[config.mk]
export PLATFORM = sky130hd
export DESIGN_NAME = player_stats_bcd
export DESIGN_NICKNAME = d
export VERILOG_FILES = /design/src/rtl/player_stats_bcd.sv
export SDC_FILE = /design/constraint.sdc
export NUM_CORES = 1
export LEC_CHECK = 0
export BUFFER_PORTS_ARGS = -buffer_cell sky130_fd_sc_hd__clkbuf_2
export CAP_MARGIN = 20
export CORE_MARGIN = 10
export CORE_UTILIZATION = 50
export CTS_CLUSTER_DIAMETER = 200
export CTS_CLUSTER_SIZE = 8
export DETAILED_ROUTE_END_ITERATION = 10
export GPL_ROUTABILITY_DRIVEN = 0
export PLACE_DENSITY = 0.72
export SYNTH_ARGS = -nofsm -noshare
export SYNTH_HDL_FRONTEND = slang
export SYNTH_SLANG_ARGS = --single-unit
[constraint.sdc]
create_clock -name clk -period 9.1 [get_ports clk]
set_clock_uncertainty 0.2 [all_clocks]
set_input_delay 1.365 -clock clk [delete_from_list [all_inputs] [get_ports clk]]
set_output_delay 1.365 -clock clk [all_outputs]
set_load 0.05 [all_outputs]
[src/rtl/player_stats_bcd.sv]
// player_stats_bcd: NDIGITS-wide BCD score with digit-serial ripple add, lives counter and game-over.
// Optional extra-life award on a carry into digit EXTRA_DIGIT: define PLAYER_STATS_EXTRA_LIFE_EN.
module player_stats_bcd #(
   parameter int NDIGITS     = 4,
   parameter int INIT_LIVES  = 3,
   parameter int MAX_LIVES   = 9,
   parameter int SAT_ON_OVF  = 1,
   parameter int EXTRA_DIGIT = 3
) (
   input  logic                   clk,
   input  logic                   reset,
   input  logic                   add_en,
   input  logic [3:0]             add_val,
   input  logic                   dec_life,
   output logic [4*NDIGITS-1:0]   score,
   output logic [3:0]             lives,
   output logic                   busy,
   output logic                   game_over,
   output logic                   add_drop,
   output logic                   score_ovf
);

   localparam int IDX_W = $clog2(NDIGITS);

   if (NDIGITS < 2 || NDIGITS > 8 || INIT_LIVES < 1 || INIT_LIVES > MAX_LIVES ||
       MAX_LIVES > 15 || EXTRA_DIGIT < 0 || EXTRA_DIGIT >= NDIGITS) begin : g_bad_cfg
      $error("player_stats_bcd: illegal parameter set");
   end

   typedef enum logic {IDLE, ADD} state_t;

   state_t           state;
   logic [IDX_W-1:0] idx;
   logic [3:0]       opnd;
   logic             pend_v;
   logic [3:0]       pend_val;

   logic [3:0] cur_dig;
   logic [4:0] dsum;
   logic [4:0] dsum_m10;
   logic [3:0] wr_dig;
   logic       carry;
   logic       last;
   logic       done;
   logic       ovf_now;
   logic       free;
   logic       pend_go;
   logic       new_go;
   logic       store;
   logic       drop;
   logic       lives_dec;
   logic       award;
   logic [3:0] lives_nxt;

   function automatic logic [3:0] clamp_bcd(input logic [3:0] v);
      return (v > 4'd9) ? 4'd9 : v;
   endfunction

   always_comb begin
      cur_dig = 4'd0;
      for (int k = 0; k < NDIGITS; k++)
         if (int'(idx) == k) cur_dig = score[4*k +: 4];
   end

   assign dsum     = {1'b0, cur_dig} + {1'b0, opnd};
   assign dsum_m10 = dsum - 5'd10;
   assign carry    = (dsum > 5'd9);
   assign wr_dig   = carry ? dsum_m10[3:0] : dsum[3:0];
   assign last     = (int'(idx) == NDIGITS - 1);
   assign done     = (state == ADD) && (!carry || last);
   assign ovf_now  = (state == ADD) && carry && last;
   assign busy     = (state == ADD);

   // A waiting pending request always goes first; any request arriving while the slot is
   // occupied (or after game over) is discarded, even if the adder happens to be idle.
   assign free    = (state == IDLE) || done;
   assign pend_go = free && pend_v;
   assign new_go  = add_en && !game_over && !pend_v && (state == IDLE);
   assign store   = add_en && !game_over && !pend_v && (state == ADD);
   assign drop    = add_en && (game_over || pend_v);

`ifdef PLAYER_STATS_EXTRA_LIFE_EN
   assign award = (state == ADD) && (EXTRA_DIGIT != 0) && (int'(idx) == EXTRA_DIGIT) &&
                  !(ovf_now && (SAT_ON_OVF != 0)) && (lives != 4'(MAX_LIVES)) && !game_over;
`else
   assign award = 1'b0;
`endif

   assign lives_dec = dec_life && (lives != 4'd0);

   always_comb begin
      lives_nxt = lives;
      if (lives_dec && !award)      lives_nxt = lives - 4'd1;
      else if (award && !lives_dec) lives_nxt = lives + 4'd1;
   end

   always_ff @(posedge clk) begin
      if (reset) begin
         state     <= IDLE;
         idx       <= '0;
         opnd      <= 4'd0;
         pend_v    <= 1'b0;
         pend_val  <= 4'd0;
         score     <= '0;
         lives     <= 4'(INIT_LIVES);
         game_over <= 1'b0;
         add_drop  <= 1'b0;
         score_ovf <= 1'b0;
      end else begin
         add_drop  <= drop;
         lives     <= lives_nxt;
         game_over <= (lives_nxt == 4'd0);
         if (ovf_now) score_ovf <= 1'b1;

         if (state == ADD) begin
            if (ovf_now && (SAT_ON_OVF != 0)) begin
               score <= {NDIGITS{4'h9}};
            end else begin
               for (int k = 0; k < NDIGITS; k++)
                  if (int'(idx) == k) score[4*k +: 4] <= wr_dig;
            end
            if (!done) begin
               idx  <= idx + 1'b1;
               opnd <= 4'd1;
            end
         end

         if (pend_go) begin
            state <= ADD;
            idx   <= '0;
            opnd  <= pend_val;
         end else if (new_go) begin
            state <= ADD;
            idx   <= '0;
            opnd  <= clamp_bcd(add_val);
         end else if (done) begin
            state <= IDLE;
         end

         if (store) begin
            pend_v   <= 1'b1;
            pend_val <= clamp_bcd(add_val);
         end else if (pend_go) begin
            pend_v <= 1'b0;
         end
      end
   end

endmodule

Yosys cells after proc, flatten, opt, wreduce, memory -nomap -nowiden
Index checks and enable logic that the tools add are counted.
- add/subtract/negate cells: 4
- multiply operators: 0
- divide/modulo/power cells: 0
- $lt $le $gt $ge: 2
- equality and inequality tests: 4
- shift operators: 0
- multiplexer cells: 21
- bitwise gates (word level): 2
- reductions and logical operators: 33
- operators with widths (kind ; count):
    $mux 4 ; 15
    $mux 16 ; 1
    $reduce_and 2->1 ; 6
    $logic_and 1x1->1 ; 10
    $reduce_bool 2->1 ; 5
    $reduce_bool 3->1 ; 2
    $add 4x4->5 ; 1
    $gt 5x4->1 const B ; 1
    $mux 1 ; 5
    $eq 2x2->1 const B ; 2
    $gt 4x4->1 const B ; 1
    $logic_not 4->1 ; 1
    $reduce_bool 4->1 ; 1
    $sub 4x1->4 const B ; 1
    $sub 4x4->4 const B ; 1
    $logic_not 1->1 ; 3
    $logic_or 1x1->1 ; 3
    $ne 3x1->1 const B ; 1
    $reduce_or 3->1 ; 1
    $add 2x1->2 const B ; 1
    $eq 2x1->1 const B ; 1
    $logic_not 2->1 ; 1
    $not 1->1 ; 2
- register bits: 35
- bits in latches: 0
- RAM bits: 0
- bits in read-only memories: 0
- input port bits: 8
- output and inout port bits: 24
- logic and storage cells: 79
- memories kept: 0

Logic depth before layout (Yosys ltp)
- depth in word-level cells: 14
- mapped depth: 14
- depth with buffers taken out: 14

Worst setup path before layout
No wires, ideal clock.
- kind: flip-flop to flip-flop
- from: register idx[0]
- to: register score[1]
- library setup time: 0.100 ns
- arrival time: 2.861 ns
- required time: 8.800 ns
- path slack: 5.939 ns
- cell stages (with the launch flop): 15
- buffers on the path: 2
- period minus slack after synthesis: 3.161 ns
- cells stage by stage: dfxtp_1 > inv_1 > ha_1 > clkbuf_1 > a21oi_1 > a21oi_1 > o21ai_0 > ha_1 > fa_1 > xor2_1 > nor2_2 > o31a_1 > buf_6 > xnor2_4 > a2111oi_4
- word-level cells in the longest chain between the ends: 11
- elaborated cells on any way between the ends: 18
- those cells by class: add/sub: 2; order compare: 1; eq/ne: 3; mux: 7; reduce/logical: 5
- RTL lines (item ; RTL line ; source):
    start, declared ; 33 ; logic [IDX_W-1:0] idx;
    start signal, assigned ; 123 ; idx <= idx + 1'b1;
    $logic_not 2->1 ; 62, 120 ;
    $mux 4 (4 in a row) ; 62 ; if (int'(idx) == k) cur_dig = score[4*k +: 4];
    $add 4x4->5 ; 65 ; assign dsum = {1'b0, cur_dig} + {1'b0, opnd};
    $gt 5x4->1 ; 67 ; assign carry = (dsum > 5'd9);
    $logic_and 1x1->1 (2 in a row) ; 71 ; assign ovf_now = (state == ADD) && carry && last;
    $reduce_bool 2->1 (no source line) ; - ;
    $reduce_and 2->1 (no source line) ; - ;
    end signal, assigned ; 117 ; score <= {NDIGITS{4'h9}};
    end, declared ; 15 ; output logic [4*NDIGITS-1:0] score,
Several ways; a longest one is shown, not always the timed one. The select of a mux whose other input is x is not followed.
A chain may end at the register's enable or synchronous reset.

Final worst setup path
- from: register idx[1]
- to: register opnd[0]
- word-level cells in the longest chain between the ends: 14
- elaborated cells on any way between the ends: 19
- those cells by class: add/sub: 1; order compare: 1; eq/ne: 4; mux: 5; reduce/logical: 8
- RTL lines (item ; RTL line ; source):
    $logic_not 2->1 ; 62 ;
    $mux 4 (4 in a row) ; 62 ;
    $add 4x4->5 ; 65 ;
    $gt 5x4->1 ; 67 ;
    $logic_not 1->1 ; 70 ; assign done = (state == ADD) && (!carry || last);
    $logic_or 1x1->1 * ; 70 ;
    $logic_and 1x1->1 * ; 70 ;
    $logic_or 1x1->1 ; 76 ; assign free = (state == IDLE) || done;
    $logic_and 1x1->1 ; 77 ; assign pend_go = free && pend_v;
    $ne 3x1->1 (no source line) or $reduce_bool 3->1 (tied branches) ; - ;
    $reduce_and 2->1 (no source line) ; - ;
    end signal, assigned ; 131 ; opnd <= pend_val;
    end signal, assigned ; 135 ; opnd <= clamp_bcd(add_val);
    end, declared ; 34 ; logic [3:0] opnd;
Every way passes the cells marked *; elsewhere a longest branch is shown, timed or not.

==> impl_metrics.toml <==
[synthesis]
netlist.area_leader.share_pct = 33.9
syn_inst = 241
synth-edff-count = 0
yosysWarningCount = 0
synth_area_leaders = "dfxtp_1 (34%), ha_1 (6.0%), a21oi_1 (5.8%)"
ys_seq_area_share_pct = 33.9
synth_area_leader_cell = "dfxtp_1"
syn-num-nets = 260
synth_area_um2 = 2070
synthDistinctLibCells = 58
async_flop_share_pct = 0
ys_ff_latch = 35
syn_avg_cell_area_um2 = 8.58
synth_ff_type = "dfxtp_1"

[sta]
finalCritPeriodShare_pct = 41.4
hold_violations = 0
fin_hold_ws_ns = 0.263
finalSetupViolations = 0
drv_slew = 0
tightest_slew_ns = 1.01
layout_min_cycle_time_ns = 3.77
timing.fmax_mhz = 265
rsz0062_at_grt = "false"
max_slew_margin_pct = 32.4
tns_ns = 0

[clocking]
htreeDepth = 2
clk_pin_slew_ns = 0.07
clock_latency_ns = 0.28
postCtsSetupBuffers = 0
clock_path_buffers = 2
cts_buffers = 5
cts_root_buf = "clkbuf_8"
cts_tree = "done"
ctsResizeCount = 0
clock-sinks = 35
cts-hold-fix-buffers = 0

[critical_path]
crit_path_end_kind = "flip-flop"
startpoint = "idx[1]$_SDFFE_PP0P_"
start_kind = "flip-flop"
timing.rr.start = "idx[1]$_SDFFE_PP0P_"
crit_chain = "inv_1 > ha_1 > nand3b_1 > a21oi_1 > a21oi_1 > o21ai_0 > ha_1 > a211oi_2 > nor3b_2 > o31ai_2 > a21boi_1 > mux2i_1"
path_delay_family = "compound AO/OA/AOI/OAI gates"
rr_worst_depth = 12
crit_fanout = 13
worst_ep_arrival_time_ns = 3.74
worst-path-buf-inv = 1
endpoint = "opnd[0]$_SDFFE_PP0P_"
reg2reg_slack_ns = 5.33
crit_required_ns = 9.07
slowest_delay_ns = 0.89
cpMaxStageDelayCell = "o31ai_2"
cp.depth = 12
reg2reg_to = "opnd[0]$_SDFFE_PP0P_"
critPathKind = "flip-flop to flip-flop"

[power]
p_leak_nw = 0.910
vdd_drop_max_v = 0.0000990
powerDensity_nw_per_um2 = 161
total_power_mw = 0.369

[drt]
wire_per_inst_um = 15.6
vias = 1783
drt_iter0_drc = 219
routed_wl_um = 4910
ant_nets = 0
viasPerCell = 5.68
drc = 0
firstDrtPassIters = 4

[place]
port_buffers = 31
place_inst = 306
dp_hpwl_um = 3730

[grt]
grt_remaining_overflow = 0
grt_pass1_wl_um = 8110
grt_start_max_net_pins = 22
groute.usage.overall_pct = 13.4
grt_pass1_vias = 1659
antenna_found_initial = 0

[outcome]
status = "finished clean"

[final_layout]
seqCellArea_um2 = 701
mostFrequentLayoutCell = "dfxtp_1"
most-common-layout-cells = "dfxtp_1 (35), clkbuf_2 (31), nand2_1 (25), a21oi_1 (24), nor2_1 (17)"
final_util_pct = 57.4
fin_nets = 282
final_layout_size_suffix_gt1_share_pct = 20.1
antenna_cells = 0
final_cells = 314
syn2layout_area_growth_pct = 10.9
fillers = 369
multiInputGateArea_um2 = 1250

[die]
die_h_um = 84.3
ios = 32
die_w_um = 84.3
fp.coreArea_um2 = 4000
rows = 23
dieArea_um2 = 7110
start_util_pct = 51.7

[min_path]
hold_class = "flip-flop to flip-flop"

[job]
cap_viol_max_count = 0
-- layout make-up --
type	count	area share [%]
inverter	11	1.80
clock inverter	3	0.654
timing repair buffer	31	6.76
multi-input combinational	179	54.5
tap	50	2.73
sequential	35	30.5
clock buffer	5	3.00
-- worst register-to-register path: cells and delay by family (launching register included) --
kind | cells | cell delay [ns]
AOI/OAI and AO/OA | 6 | 1.92
adders and majority gates | 2 | 0.58
DFF | 1 | 0.35
and+or+nand+nor | 2 | 0.35
muxes | 1 | 0.17
buffers and inverters | 1 | 0.09
-- worst min path at each step --
stage / from / endpoint / depth (start not counted)
floorplan: pend_val[2]$_SDFFE_PP0P_ / opnd[2]$_SDFFE_PP0P_ / 1
global route: score_ovf$_SDFFE_PP0P_ / score_ovf$_SDFFE_PP0P_ / 1
CTS: pend_val[2]$_SDFFE_PP0P_ / opnd[2]$_SDFFE_PP0P_ / 1
finish: pend_val[2]$_SDFFE_PP0P_ / opnd[2]$_SDFFE_PP0P_ / 1
global placement: pend_val[3]$_SDFFE_PP0P_ / opnd[3]$_SDFFE_PP0P_ / 1
detailed placement: pend_val[3]$_SDFFE_PP0P_ / opnd[3]$_SDFFE_PP0P_ / 1
-- per-stage QoR --
step / area, um2 / worst slack [ns]
after floorplan: 2070 / 5.94
after global placement: 2210 / 5.43
after detailed placement: 2210 / 5.34
after CTS: 2290 / 5.32
after global routing: 2290 / 5.00
final: 2290 / 5.33
-- synth_stat cells (3+ instances only) --
cell / number
nand3b_1: 5
mux2i_1: 10
nand2_1: 25
o211ai_1: 5
or4_1: 3
nor2_1: 17
nand4_1: 3
o21ai_1: 3
a211oi_1: 3
o2111ai_1: 3
a31oi_1: 4
ha_1: 10
and2_1: 3
o21ai_0: 8
a21oi_1: 24
o21a_1: 3
clkbuf_1: 10
dfxtp_1: 35
buf_2: 3
inv_1: 11
nor2b_1: 3
a21oi_2: 3
nand2b_1: 3
nand3_1: 3
-- report_power, final --
group          switching [mW]  leakage, nW  total, mW  internal, mW
Sequential            0.00704        0.284      0.167         0.160
Combinational          0.0622        0.578     0.0948        0.0325
Clock                  0.0546       0.0477      0.107        0.0523
Total                   0.124        0.910      0.369         0.245
-- state kept, by name, indices dropped and copies added (netlist names) --
signal	flops
score	16
lives	4
opnd	4
pend_val	4
idx	2
add_drop	1
busy	1
game_over	1
pend_v	1
score_ovf	1
-- kinds of logic after synthesis --
| group | after synthesis | synth area share, % |
|---|---|---|
| AO/OA/AOI/OAI | 77 | 26.7 |
| AND/OR/NAND/NOR | 77 | 19.3 |
| flip-flops | 35 | 33.9 |
| buffers and inverters | 27 | 5.63 |
| adder cells (fa/ha/maj) | 11 | 7.02 |
| multiplexers | 10 | 4.84 |
| XOR/XNOR | 4 | 2.60 |
-- metal layers --
| layer | track usage [%] | wire length, um | up-vias |
|---|---|---|---|
| li1 | - | - | 906 |
| met1 | 16.9 | 2340 | 823 |
| met2 | 21.6 | 2270 | 51 |
| met3 | 3.77 | 274 | 3 |
| met4 | 4.11 | 25 | 0 |
| met5 | 0 | 0 | - |
No activity file was read; power rests on OpenSTA's default activity.
